$ cat config.mk
export PLATFORM = sky130hd
export DESIGN_NAME = signed_peak_window
export DESIGN_NICKNAME = d
export VERILOG_FILES = /design/src/rtl/signed_peak_window.sv
export SDC_FILE = /design/constraint.sdc
export NUM_CORES = 1
export LEC_CHECK = 0
export ABC_AREA = 1
export BUFFER_PORTS_ARGS = -buffer_cell sky130_fd_sc_hd__buf_2
export CAP_MARGIN = 20
export CORE_MARGIN = 3
export CORE_UTILIZATION = 46
export CTS_CLUSTER_DIAMETER = 120
export DETAILED_ROUTE_END_ITERATION = 7
export PLACE_DENSITY_LB_ADDON = 0.2
export SYNTH_ARGS = -nofsm -noshare
export SYNTH_HDL_FRONTEND = slang
export SYNTH_SLANG_ARGS = --single-unit
$ cat constraint.sdc
create_clock -name clk -period 1.6 [get_ports clk]
set_input_delay 0.32 -clock clk [delete_from_list [all_inputs] [get_ports clk]]
set_output_delay 0.32 -clock clk [all_outputs]
set_load 0.01 [all_outputs]
$ cat src/rtl/signed_peak_window.sv
// signed_peak_window
//
// Streaming windowed peak detector for two's-complement samples. Accepts WINDOW samples on a
// valid/ready input, tracks the signed maximum (and optionally the minimum) with its position in
// the window, then holds one result record on a valid/ready output until it is consumed.
//
// Optional feature macro: PEAK_MIN_EN
//   defined   -> minimum tracking plus out_min, out_min_idx and out_p2p ports
//   undefined -> maximum tracking only
//
// Ports:
//   clk          in   rising-edge clock
//   rst_n        in   asynchronous active-low reset
//   clear        in   synchronous abort of the window in progress or the held record
//   in_valid     in   sample offered
//   in_ready     out  block accepts a sample (high only while accumulating)
//   in_data      in   signed sample, WIDTH bits
//   out_valid    out  result record held
//   out_ready    in   consumer takes the record
//   out_max      out  signed window maximum
//   out_max_idx  out  0-based window position of out_max (latest on ties)
//   out_min      out  signed window minimum (PEAK_MIN_EN)
//   out_min_idx  out  0-based window position of out_min, earliest on ties (PEAK_MIN_EN)
//   out_p2p      out  unsigned max - min, WIDTH+1 bits (PEAK_MIN_EN)

module signed_peak_window #(
    parameter int unsigned WIDTH  = 8,
    parameter int unsigned WINDOW = 16,
    parameter int unsigned IW     = (WINDOW > 1) ? $clog2(WINDOW) : 1
) (
    input  logic             clk,
    input  logic             rst_n,
    input  logic             clear,
    input  logic             in_valid,
    output logic             in_ready,
    input  logic [WIDTH-1:0] in_data,
    output logic             out_valid,
    input  logic             out_ready,
    output logic [WIDTH-1:0] out_max,
    output logic [IW-1:0]    out_max_idx
`ifdef PEAK_MIN_EN
    ,
    output logic [WIDTH-1:0] out_min,
    output logic [IW-1:0]    out_min_idx,
    output logic [WIDTH:0]   out_p2p
`endif
);

    typedef enum logic {
        StAcc  = 1'b0,
        StHold = 1'b1
    } state_e;

    localparam logic [IW-1:0] LastIdx = IW'(WINDOW - 1);

    state_e           r_state;
    logic             r_in_ready;
    logic             r_out_valid;
    logic [IW-1:0]    r_cnt;
    logic [WIDTH-1:0] r_max;
    logic [IW-1:0]    r_max_idx;

    logic w_accept;
    logic w_first;
    logic w_last;
    logic w_max_upd;

    assign w_accept  = in_valid && r_in_ready;
    assign w_first   = (r_cnt == '0);
    assign w_last    = (r_cnt == LastIdx);
    // >= so that ties move the max index to the latest position
    assign w_max_upd = w_first || ($signed(in_data) >= $signed(r_max));

`ifdef PEAK_MIN_EN
    logic [WIDTH-1:0] r_min;
    logic [IW-1:0]    r_min_idx;
    logic             w_min_upd;

    // strict < so that ties keep the earliest min index
    assign w_min_upd = w_first || ($signed(in_data) < $signed(r_min));
`endif

    always_ff @(posedge clk or negedge rst_n) begin
        if (!rst_n) begin
            r_state     <= StAcc;
            r_in_ready  <= 1'b0;
            r_out_valid <= 1'b0;
            r_cnt       <= '0;
            r_max       <= '0;
            r_max_idx   <= '0;
`ifdef PEAK_MIN_EN
            r_min       <= '0;
            r_min_idx   <= '0;
`endif
        end else if (clear) begin
            // record contents are left as-is; they are meaningless until the next out_valid
            r_state     <= StAcc;
            r_in_ready  <= 1'b1;
            r_out_valid <= 1'b0;
            r_cnt       <= '0;
        end else begin
            case (r_state)
                StAcc: begin
                    // in_ready tracks the state so it becomes 1 on the first edge after reset
                    r_in_ready <= 1'b1;
                    if (w_accept) begin
                        if (w_max_upd) begin
                            r_max     <= in_data;
                            r_max_idx <= r_cnt;
                        end
`ifdef PEAK_MIN_EN
                        if (w_min_upd) begin
                            r_min     <= in_data;
                            r_min_idx <= r_cnt;
                        end
`endif
                        if (w_last) begin
                            r_state     <= StHold;
                            r_in_ready  <= 1'b0;
                            r_out_valid <= 1'b1;
                            r_cnt       <= '0;
                        end else begin
                            r_cnt <= r_cnt + IW'(1);
                        end
                    end
                end
                StHold: begin
                    if (out_ready) begin
                        r_state     <= StAcc;
                        r_in_ready  <= 1'b1;
                        r_out_valid <= 1'b0;
                    end
                end
                default: begin
                    r_state     <= StAcc;
                    r_out_valid <= 1'b0;
                end
            endcase
        end
    end

    assign in_ready    = r_in_ready;
    assign out_valid   = r_out_valid;
    assign out_max     = r_max;
    assign out_max_idx = r_max_idx;

`ifdef PEAK_MIN_EN
    assign out_min     = r_min;
    assign out_min_idx = r_min_idx;
    // sign-extended difference cannot overflow WIDTH+1 bits and is never negative
    assign out_p2p     = {r_max[WIDTH-1], r_max} - {r_min[WIDTH-1], r_min};
`endif

endmodule

==> impl_summary.txt, run 1 <==
----------------------------------------------------
[Run status]
  Run status ... complete, but fails checks
  Violated checks ... setup timing

[Worst hold path]
  Type of the worst min-delay path ... input port to flip-flop

[Setup path]
  Data required time at the worst endpoint ... 1.80 ns
  Stage delay of the slowest cell on the critical path ... 0.40 ns
  Crit path top cell by count ... sky130_fd_sc_hd__nand2_2
  Worst path arrival time ... between 1.5 and 2 ns
  Cell type of the slowest stage on the worst timing path ... sky130_fd_sc_hd__dfrtp_1
  Crit start category ... flip-flop
  Type of destination of the critical path ... flip-flop
  Max Fanout on Critical Path ... 6
  Ordered cell list for the critical path ... inv_1 > ha_4 > nand2_2 > inv_1 > nand2_1 > nand2_1 > nand2_2 > nand2_2 > nand2_2 > nand3_4 > buf_6 > nand3_2 > nand2_1
  Worst setup path category ... flip-flop to flip-flop

[GRT]
  GR Overflow Total ... 0
  First-pass GRT wire length ... between 4000 and 5000 um
  Maximum number of pins on one net before global-route repair ... 20
  GRT Total Usage ... 22.0%
  Initial antenna violation count ... 0
  Number of global-route vias before repair ... 1,069

[Cells and area]
  Post-route cell area ... 1520 sq um
  Area taken by flip-flops and latches ... 475 sq um
  Layout Area Growth over Synthesis ... 41.1%
  Multi-input gate area in the final layout ... 679 sq um
  Leading cell type in the layout, fill and taps excluded ... sky130_fd_sc_hd__nand2_1
  Share of layout cells above drive strength 1 ... 44.2%
  Count of inserted antenna diode cells ... 0
  Nets ... 196
  Final-layout fill cell count ... 157
  Commonest cells after routing, fill and taps aside ... sky130_fd_sc_hd__nand2_1 (38), sky130_fd_sc_hd__buf_2 (26), sky130_fd_sc_hd__dfrtp_1 (19), sky130_fd_sc_hd__inv_1 (14), sky130_fd_sc_hd__nand3_2 (12)

[Synth]
  Arithmetic-cell share of the synthesized area counting full adders, half adders and majority gates ... 11.6%
  Post-synthesis net count ... 155
  Simple-Gate Fraction of Synth Area ... around 28%
  Leading post-synthesis cells by cell area ... sky130_fd_sc_hd__dfrtp_1 (44%), sky130_fd_sc_hd__nand2_1 (15%), sky130_fd_sc_hd__ha_1 (12%)
  Synth warn ... 0
  Avg Synthesized Cell Area ... 8.17 sq um
  Largest area contributor in the synthesized netlist ... sky130_fd_sc_hd__dfrtp_1
  Share of the yosys chip area belonging to registers ... 44.1%
  Fraction of the mapped netlist area in compound gates ... 6.61%
  Synthesized flop and latch total ... 19
  Number of instances in the synthesized netlist ... 132
  Synth top area share ... 44.1%
  Area of the mapped netlist ... 1080 sq um
  Dominant combinational cell family by area after synthesis ... simple AND/OR/NAND/NOR gates
  Portion of netlist area occupied by mux cells ... 0%
  Distinct cell type count after synthesis ... 23
  Synth Area in XOR/XNOR ... 0.812%

[Timing]
  Clock skew after layout ... roughly 0.0035 ns
  Number of max-slew violations in the final report ... 0
  Setup repair after global routing missed its margin ... true
  Setup Total Neg Slack ... -1.21 ns
  Part of the cycle the worst path needs ... 107%
  Rel. slew slack ... a little under three quarters
  Hold violation total from the final report ... 0
  Maximum frequency from static timing analysis ... approximately 600 MHz
  Smallest setup slack after layout ... -0.116 ns
  Post-route minimum period ... about 1.7 ns
  Worst hold margin ... 0.197 ns
  Transition time at the pin with the least slew margin ... 0.434 ns
  Final Setup Violations ... 12

[Power and ir drop]
  Overall Power ... approximately 1.6 mW
  Power density over cell area ... 1040 nW/um^2
  LEAKAGE ... about 0.79 nW
  IR drop worst, VDD ... around 0.8 mV

[Clocking]
  Clock root buffer ... sky130_fd_sc_hd__clkbuf_4
  Sinks on the clock net ... 19
  H-Tree Depth ... 1
  CTS tree ... built
  Post-CTS clock slew at the launch and capture registers of the worst setup and hold paths ... 0.11 ns
  Longest Clk Path Bufs ... 2
  Worst-skew pair later-pin latency ... about 0.30 ns
  Total clock buffers created by CTS ... 3

[Routing]
  Total iterations of the first detailed-routing run ... 5
  Post-detailed-route count of antenna-violating nets ... 0
  Vias per inst ... 5.14
  DRT iter0 DRCs ... 18
  WL per Instance ... around 14 um
  Remaining DRCs ... 0
  Wire length reported by the detailed router ... 2810 um
  Overall via count from detail_route ... 1,022

[Die]
  Core Box Area ... 2080 sq um
  Area enclosed by the die boundary ... 2960 sq um
  Height of the chip ... 54.4 um
  Die boundary width ... 54.4 um
  Number of I/O pins ... 27
  Number of placement rows ... 16
  Initial Util ... between 50% and 60%

[Placement]
  Area post-placement ... about 1300 sq um
  Placer Congestion ... 0.746
  Placement Setup Slack ... -0.145 ns
  Post-detailed-placement half-perimeter wirelength ... 1820 um
  Count of port buffers added during placement ... 26

[Flow run]
  Maximum capacitance violations ... 0

----------------------------------------------------
metrics by stage:
stage,utilization (%),instances
final,73.1,199
after global routing,73.1,199
after CTS,71.2,196
after detailed placement,61.3,188
after global placement,61.3,188
after floorplan,-,132
where the power goes:
group | internal [mW] | switching, mW | leakage [nW] | total, mW
clock network | 0.0933 | 0.155 | 0.0177 | 0.248
logic | 0.333 | 0.405 | 0.530 | 0.738
registers | 0.549 | 0.0530 | 0.245 | 0.602
cells by family after synthesis:
group	after synthesis
simple gates	70
buf+inv	21
fa+ha+maj	10
flops	19
xor+xnor	1
compound gates	11
synthesized netlist by cell type (all sizes together):
cell and instances:
or2 1, a221oi 1, ha 10, a21o 1
inv 18, buf 3, a32oi 1, a211oi 1
o22ai 1, xor2 1, nand2 44, nand3 17
a21oi 3, dfrtp 19, o31ai 1, nor2 8
o21ai 2
registers in the layout, summed over array words and instances (netlist names):
name / count
in_ready: 1
out_max: 8
out_max_idx: 4
out_valid: 1
r_cnt: 4
r_state: 1
final timing paths:
| kind | slack (ns) | from | end | cells after the start |
|---|---|---|---|---|
| max | -0.12 | out_max[3]$_DFFE_PN0P_ | out_max[5]$_DFFE_PN0P_ | 13 |
| min | 0.20 | out_ready | out_valid$_DFFE_PN0P_ | 2 |
| max reg2reg | -0.12 | out_max[3]$_DFFE_PN0P_ | out_max[5]$_DFFE_PN0P_ | 13 |
| min reg2reg | 0.48 | out_max_idx[3]$_DFFE_PN0P_ | out_max_idx[3]$_DFFE_PN0P_ | 2 |
| max in group asynchronous | 0.82 | rst_n | r_cnt[0]$_DFFE_PN0P_ | 2 |
| min in group asynchronous | 0.48 | rst_n | out_max_idx[1]$_DFFE_PN0P_ | 2 |
what timing repair did:
action | CTS | global route
resized for setup | 29 | 4
cloned | 1 | 0
buffers inserted | 2 | 3
hold endpoints to repair | 19 | 0
endpoints found under the setup margin | 12 | 14
hold buffers | 1 | 0
pin swaps | 15 | 12
per-layer routing:
layer  vias to the layer above  GRT usage, %  share of wire [%]
li1                        503             -                  -
met4                         0          9.13                1.4
met1                       486          25.1                 42
met5                         -             0                  0
met3                         5          3.00                4.2
met2                        28          40.6                 53
cell type report:
| type | instances | area share [%] |
|---|---|---|
| clock buffer | 3 | 1.48 |
| clock inverter | 1 | 0.329 |
| inverter | 18 | 4.44 |
| multi-input combinational | 92 | 44.7 |
| sequential | 19 | 31.2 |
| tap | 27 | 2.22 |
| timing repair buffer | 39 | 15.6 |
worst max-delay path, delay by kind of cell (launching register included):
kind          cells  cell delay [ns]
buf+inv           3             0.31
flops             1             0.40
simple gates      9             0.69
fa+ha+maj         1             0.20
Power figures use the tool's default switching activity.
==> run 2, diff against run 1 <==
--- a/config.mk
+++ b/config.mk
@@ -9,7 +9,7 @@
 export BUFFER_PORTS_ARGS = -buffer_cell sky130_fd_sc_hd__buf_2
 export CAP_MARGIN = 20
 export CORE_MARGIN = 3
-export CORE_UTILIZATION = 46
+export CORE_UTILIZATION = 51
 export CTS_CLUSTER_DIAMETER = 120
 export DETAILED_ROUTE_END_ITERATION = 7
 export PLACE_DENSITY_LB_ADDON = 0.2
==> constraint.sdc (replaced) <==
create_clock -name clk -period 1.82 [get_ports clk]
set_input_delay 0.364 -clock clk [delete_from_list [all_inputs] [get_ports clk]]
set_output_delay 0.364 -clock clk [all_outputs]
set_load 0.01 [all_outputs]
==> run 2 against run 1 <==
Net effect:
- the run now ends clean
- flip-flop and latch count stayed put
- clock skew is 0.0056 ns higher
- total power is 27% lower
- global-route usage is 4.5 points lower
- count of clock-buffer cells in the layout is 1 higher
- critical path depth stayed put
- sequential power is 12% lower
- cell area is 15% lower
- combinational power is 43% lower
==> impl_summary.txt, run 2 (synthesized netlist as in run 1, its figures left out) <==
----------------------------------------------------
[Placement]
  Placer Congestion ... 0.715 (-4.1%)
  Count of port buffers added during placement ... 26 (unchanged)
  Post-detailed-placement half-perimeter wirelength ... 1620 um (-11%)

[Die]
  Number of I/O pins ... 27 (unchanged)
  Area enclosed by the die boundary ... 2700 sq um (-8.7%)
  Die boundary width ... 52.0 um (-4.5%)
  Height of the chip ... 52.0 um (-4.5%)
  Initial Util ... 54.4% (+2.6 points)
  Core Box Area ... 1980 sq um (-4.8%)
  Number of placement rows ... 16 (unchanged)

[Cells and area]
  Leading cell type in the layout, fill and taps excluded ... sky130_fd_sc_hd__nand2_1
  Share of layout cells above drive strength 1 ... 23.9% (-20 points)
  Nets ... 187 (-4.6%)
  Core Util, Final ... 65.3% (-7.7 points)
  Largest register FFs ... 8 (unchanged)
  Count of inserted antenna diode cells ... 0 (unchanged)
  Final-layout fill cell count ... 168 (+7.0%)
  Layout Area Growth over Synthesis ... 20.1%
  Commonest cells after routing, fill and taps aside ... sky130_fd_sc_hd__nand2_1 (43), sky130_fd_sc_hd__buf_2 (26), sky130_fd_sc_hd__dfrtp_1 (19), sky130_fd_sc_hd__inv_1 (18), sky130_fd_sc_hd__nand3_1 (16)

[Clocking]
  H-Tree Depth ... 1 (unchanged)
  Worst-skew pair later-pin latency ... 0.30 ns (about the same)
  Total clock buffers created by CTS ... 3 (unchanged)
  Buffers inserted during post-CTS setup optimization ... 0 (-2)
  CTS tree ... built
  Sinks on the clock net ... 19 (unchanged)
  Longest Clk Path Bufs ... 2 (unchanged)
  Clock root buffer ... sky130_fd_sc_hd__clkbuf_4
  Post-CTS clock slew at the launch and capture registers of the worst setup and hold paths ... 0.11 ns (about the same)

[Setup path]
  Crit start category ... flip-flop
  Cell type of the slowest stage on the worst timing path ... sky130_fd_sc_hd__dfrtp_1
  Type of destination of the critical path ... flip-flop
  Worst path arrival time ... 1.87 ns (-0.05 ns)
  Worst path top cell family by delay ... simple AND/OR/NAND/NOR gates
  Max Fanout on Critical Path ... 8 (+2)
  Crit path top cell by count ... sky130_fd_sc_hd__nand2_1
  Ordered cell list for the critical path ... inv_1 > ha_1 > nand2_1 > inv_1 > nand2_1 > nand2_1 > nand2_1 > nand2_1 > nand2_1 > nand3_2 > buf_4 > nand3_1 > nand2_1
  Stage delay of the slowest cell on the critical path ... 0.38 ns (-0.02 ns)
  Worst setup path category ... flip-flop to flip-flop
  Data required time at the worst endpoint ... 2.02 ns (+0.22 ns)
  Buf+Inv Stages, Crit Path ... 3 (unchanged)

[GRT]
  GRT Total Usage ... 17.6% (-4.5 points)
  GR Overflow Total ... 0 (unchanged)
  First-pass GRT wire length ... 3460 um (-25%)
  Initial antenna violation count ... 0 (unchanged)
  Maximum number of pins on one net before global-route repair ... 20 (unchanged)
  Number of global-route vias before repair ... 793 (-26%)

[Timing]
  Transition time at the pin with the least slew margin ... 0.418 ns (-0.0155 ns)
  Rel. slew slack ... 72.1% (+1.0 points)
  Number of max-slew violations in the final report ... 0 (unchanged)
  Setup repair after global routing missed its margin ... false
  Post-route minimum period ... 1.67 ns (-0.0469 ns)
  Maximum frequency from static timing analysis ... 599 MHz (+2.8%)
  Setup Total Neg Slack ... 0 ns (+1.21 ns)
  Part of the cycle the worst path needs ... 91.7% (-16 points)
  Hold violation total from the final report ... 0 (unchanged)
  Worst hold margin ... 0.255 ns (+0.0573 ns)
  Clock skew after layout ... 0.00906 ns (+0.00555 ns)
  Final Setup Violations ... 0 (-12)

[Power and ir drop]
  Clock network fraction of total power ... 18.4% (+2.8 points)
  Proportion of total power due to net switching ... 35.7% (-2.8 points)
  IR drop worst, VDD ... 0.619 mV (-23%)
  Relative contribution of sequential cells to total power ... 45.3% (+7.4 points)
  Power density over cell area ... 900 nW/um^2 (-14%)
  Internal power ... 0.749 mW (-23%)
  Overall Power ... 1.17 mW (-27%)
  Portion of total power attributed to combinational logic ... 36.3% (-10 points)
  Sw power ... 0.416 mW (-32%)
  LEAKAGE ... 0.729 nW (-8.0%)

[Routing]
  WL per Instance ... 10.8 um (-24%)
  DRT iter0 DRCs ... 19 (+1)
  Overall via count from detail_route ... 939 (-8.1%)
  Post-detailed-route count of antenna-violating nets ... 0 (unchanged)
  Remaining DRCs ... 0 (unchanged)
  Vias per inst ... 4.94 (-3.8%)
  Total iterations of the first detailed-routing run ... 4 (-1)
  Wire length reported by the detailed router ... 2050 um (-27%)

[Flow run]
  Maximum capacitance violations ... 0 (unchanged)

[Worst hold path]
  Type of the worst min-delay path ... input port to flip-flop

[Run status]
  Run status ... finished clean

----------------------------------------------------
## run 2: final cells by class
type                    count  area [sq um]  area share [%]
inverters                  18          67.6            5.22
flip-flops and latches     19           475            36.7
clock buffers               4          26.3            2.03
well taps                  27          33.8            2.61
multi-input cells          92           529            40.9
repair buffers             30           163            12.6
## run 2: stage by stage
| stage | setup slack (ns) | cell area, sq um | instances |
|---|---|---|---|
| floorplan | 0.186 | 1080 | 132 |
| global placement | 0.0979 | 1240 | 185 |
| detailed placement | 0.0507 | 1240 | 185 |
| CTS | 0.125 | 1280 | 190 |
| global route | 0.00572 | 1290 | 190 |
| finish | 0.150 | 1290 | 190 |
## run 2: final timing paths
kind / from / endpoint / slack [ns] / depth (start not counted)
min in group asynchronous: rst_n / out_max[1]$_DFFE_PN0P_ / 0.51 / 2
worst min register to register: out_max_idx[1]$_DFFE_PN0P_ / out_max_idx[1]$_DFFE_PN0P_ / 0.48 / 2
worst min-delay path: out_ready / out_valid$_DFFE_PN0P_ / 0.25 / 2
worst max-delay path: out_max[3]$_DFFE_PN0P_ / out_max[2]$_DFFE_PN0P_ / 0.15 / 13
worst max register to register: out_max[3]$_DFFE_PN0P_ / out_max[2]$_DFFE_PN0P_ / 0.15 / 13
max in group asynchronous: rst_n / r_cnt[3]$_DFFE_PN0P_ / 1.01 / 2
## run 2: what timing repair did
action                                  in CTS  in global routing
endpoints found under the setup margin       0                  8
gates resized for setup                      0                  2
hold buffers                                 1                  0
endpoints found under the hold margin       19                  0
## run 2: power by group through the flow
stage / combinational (mW) / sequential [mW] / clock [mW]
finish: 0.423 / 0.528 / 0.214
global route: 0.488 / 0.539 / 0.244
CTS: 0.416 / 0.529 / 0.221
detailed placement: 0.412 / 0.537 / 0
global placement: 0.402 / 0.535 / 0
floorplan: 0.247 / 0.561 / 0
## run 2: routing by layer
layer / GRT usage [%] / wire [um]
met1: 24.0 / 984
met2: 25.3 / 917
met3: 5.44 / 105
met4: 7.86 / 40
met5: 0 / 0
==> run 3, diff against run 2 <==
--- a/config.mk
+++ b/config.mk
@@ -8,8 +8,9 @@
 export ABC_AREA = 1
 export BUFFER_PORTS_ARGS = -buffer_cell sky130_fd_sc_hd__buf_2
 export CAP_MARGIN = 20
-export CORE_MARGIN = 3
-export CORE_UTILIZATION = 51
+export CELL_PAD_IN_SITES_DETAIL_PLACEMENT = 2
+export CELL_PAD_IN_SITES_GLOBAL_PLACEMENT = 2
+export CORE_UTILIZATION = 29
 export CTS_CLUSTER_DIAMETER = 120
 export DETAILED_ROUTE_END_ITERATION = 7
 export PLACE_DENSITY_LB_ADDON = 0.2
==> run 3 against run 2 <==
Net effect:
- sequential share of layout area decreased by 4.6 points
- clock power grew 48%
- cell area up 14%
- first-iteration DRC count down 32%
- non-clock buffer count rose by 1
- die area grew 47%
- worst hold slack worse by 0.22 ns
- critical path type unchanged
- largest cell class unchanged
==> impl_summary.txt, run 3 (synthesized netlist as in run 1, its figures left out) <==
----------------------------------------------------
[Die]
  Number of placement rows ... 21 (+5)
  Height of the chip ... 63.0 um (+21%)
  Number of I/O pins ... 27 (unchanged)
  Initial Util ... 31.3% (-23 points)
  Core Box Area ... 3440 sq um (+74%)
  Die boundary width ... 63.0 um (+21%)
  Area enclosed by the die boundary ... 3970 sq um (+47%)

[Flow run]
  Maximum capacitance violations ... 0 (unchanged)

[Timing]
  Transition time at the pin with the least slew margin ... 0.470 ns (+0.0514 ns)
  Setup Total Neg Slack ... 0 ns (unchanged)
  Setup repair after global routing missed its margin ... true
  Hold violation total from the final report ... 0 (unchanged)
  Part of the cycle the worst path needs ... 98.4% (+6.7 points)
  Final Setup Violations ... 0 (unchanged)
  Maximum frequency from static timing analysis ... 558 MHz (-6.8%)
  Clock skew after layout ... 0.00497 ns (-0.00409 ns)
  Post-route minimum period ... 1.79 ns (+0.121 ns)
  Rel. slew slack ... 68.7% (-3.4 points)
  Number of max-slew violations in the final report ... 0 (unchanged)

[Placement]
  Count of port buffers added during placement ... 26 (unchanged)
  Post-detailed-placement half-perimeter wirelength ... 2160 um (+33%)
  Area post-placement ... 1260 sq um (+1.3%)
  Placer Congestion ... 0.717 (+0.25%)

[Clocking]
  CTS tree ... built
  Clock root buffer ... sky130_fd_sc_hd__clkbuf_8
  Worst-skew pair later-pin latency ... 0.27 ns (-0.03 ns)
  Total clock buffers created by CTS ... 3 (unchanged)
  Longest Clk Path Bufs ... 2 (unchanged)
  H-Tree Depth ... 1 (unchanged)
  Post-CTS clock slew at the launch and capture registers of the worst setup and hold paths ... 0.08 ns (-0.03 ns)
  Sinks on the clock net ... 19 (unchanged)

[Cells and area]
  Post-route cell area ... 1480 sq um (+14%)
  Leading cell type in the layout, fill and taps excluded ... sky130_fd_sc_hd__nand2_1
  Core Util, Final ... 43.0% (-22 points)
  Nets ... 189 (+1.1%)
  Commonest cells after routing, fill and taps aside ... sky130_fd_sc_hd__nand2_1 (36), sky130_fd_sc_hd__buf_2 (26), sky130_fd_sc_hd__dfrtp_1 (19), sky130_fd_sc_hd__inv_1 (16), sky130_fd_sc_hd__nand3_1 (14)
  Layout Area Growth over Synthesis ... 37.2%
  Share of layout cells above drive strength 1 ... 36.4% (+12 points)
  Count of inserted antenna diode cells ... 0 (unchanged)
  Largest register FFs ... 8 (unchanged)

[Routing]
  Total iterations of the first detailed-routing run ... 4 (unchanged)
  Overall via count from detail_route ... 1,027 (+9.4%)
  Vias per inst ... 4.87 (-1.5%)
  WL per Instance ... 15.9 um (+48%)
  Wire length reported by the detailed router ... 3360 um (+64%)
  DRT iter0 DRCs ... 13 (-6)
  Post-detailed-route count of antenna-violating nets ... 0 (unchanged)
  Remaining DRCs ... 0 (unchanged)

[GRT]
  Busiest metal layer after global routing ... met2
  Global routing usage on met2 ... 30.1% (+4.8 points)
  Initial antenna violation count ... 0 (unchanged)
  Global-route track usage on met3 ... 2.37% (-3.1 points)
  Number of global-route vias before repair ... 1,076 (+36%)
  Global-route track usage on met1 ... 20.1% (-3.9 points)
  GR Overflow Total ... 0 (unchanged)
  First-pass GRT wire length ... 5070 um (+46%)
  GRT Total Usage ... 16.7% (-0.91 points)
  Maximum number of pins on one net before global-route repair ... 20 (unchanged)

[Run status]
  Run status ... finished clean

[Power and ir drop]
  Power density over cell area ... 1010 nW/um^2 (+12%)
  LEAKAGE ... 0.771 nW (+5.7%)
  IR drop worst, VDD ... 0.310 mV (-50%)

[Setup path]
  Worst path arrival time ... 1.95 ns (+0.08 ns)
  R2r worst-path depth ... 13 (unchanged)
  Crit path top cell by count ... sky130_fd_sc_hd__nand2_2
  Stage delay of the slowest cell on the critical path ... 0.38 ns (about the same)
  Crit start category ... flip-flop
  Ordered cell list for the critical path ... inv_1 > ha_1 > nand2_2 > inv_2 > nand2_2 > nand2_2 > nand2_2 > nand2_2 > nand2_2 > nand3_4 > buf_8 > nand3_1 > nand2_1
  Max Fanout on Critical Path ... 6 (-2)
  Data required time at the worst endpoint ... 1.98 ns (-0.04 ns)
  Cell type of the slowest stage on the worst timing path ... sky130_fd_sc_hd__dfrtp_1
  Type of destination of the critical path ... flip-flop
  Worst setup path category ... flip-flop to flip-flop

[Worst hold path]
  Type of the worst min-delay path ... input port to asynchronous set/reset pin

----------------------------------------------------
## run 3: per-stage QoR
step	instances	power, mW	hold slack, ns	worst slack, ns
global placement	203	0.951	0.344	0.0382
floorplan	132	0.808	0.0684	0.186
CTS	207	1.31	0.0531	0.00510
finish	211	1.50	0.0354	0.0293
detailed placement	203	0.973	0.348	-0.0931
global route	211	1.60	0.0619	-0.0496
## run 3: routing by layer
metal | share of wire [%] | vias up
li1 | - | 487
met1 | 42 | 513
met2 | 53 | 22
met3 | 3.4 | 5
met4 | 1.3 | 0
met5 | 0 | -
## run 3: cell type report
type / instances / area [sq um]
Multi-Input combinational cell: 93 / 641
Timing Repair Buffer: 31 / 193
Fill cell: 389 / 1960
Clock buffer: 3 / 41.3
Clock inverter: 1 / 5.00
Tap cell: 46 / 57.6
Inverter: 18 / 67.6
Sequential cell: 19 / 475
## run 3: repair_timing
item | CTS | global route
gates resized for setup | 1 | 25
gates cloned | 0 | 2
buffers inserted | 0 | 2
hold buffers | 0 | 0
pin swaps | 0 | 13
setup endpoints to repair | 1 | 12
## run 3: path summary, 6_finish.rpt
kind / startpoint / end / slack, ns
setup / recovery: out_max[2]$_DFFE_PN0P_ / out_max[7]$_DFFE_PN0P_ / 0.03
hold / removal: rst_n / out_max[1]$_DFFE_PN0P_ / 0.04
setup reg to reg: out_max[2]$_DFFE_PN0P_ / out_max[7]$_DFFE_PN0P_ / 0.03
hold reg to reg: out_max_idx[1]$_DFFE_PN0P_ / out_max_idx[1]$_DFFE_PN0P_ / 0.48
max in group asynchronous: rst_n / out_max[7]$_DFFE_PN0P_ / 1.46
min in group clk: out_ready / out_valid$_DFFE_PN0P_ / 0.28
## run 3: worst max-delay path, delay by kind of cell (launching register included)
family,cells,cell delay (ns)
AND/OR/NAND/NOR,9,0.73
flip-flops,1,0.38
adder cells (fa/ha/maj),1,0.29
buffers and inverters,3,0.28
## run 3: power by group
part | internal [mW] | leakage [nW] | switching (mW) | total (mW)
clock | 0.153 | 0.0255 | 0.164 | 0.317
combinational | 0.284 | 0.500 | 0.366 | 0.650
sequential | 0.483 | 0.245 | 0.0460 | 0.529
total | 0.920 | 0.771 | 0.576 | 1.50
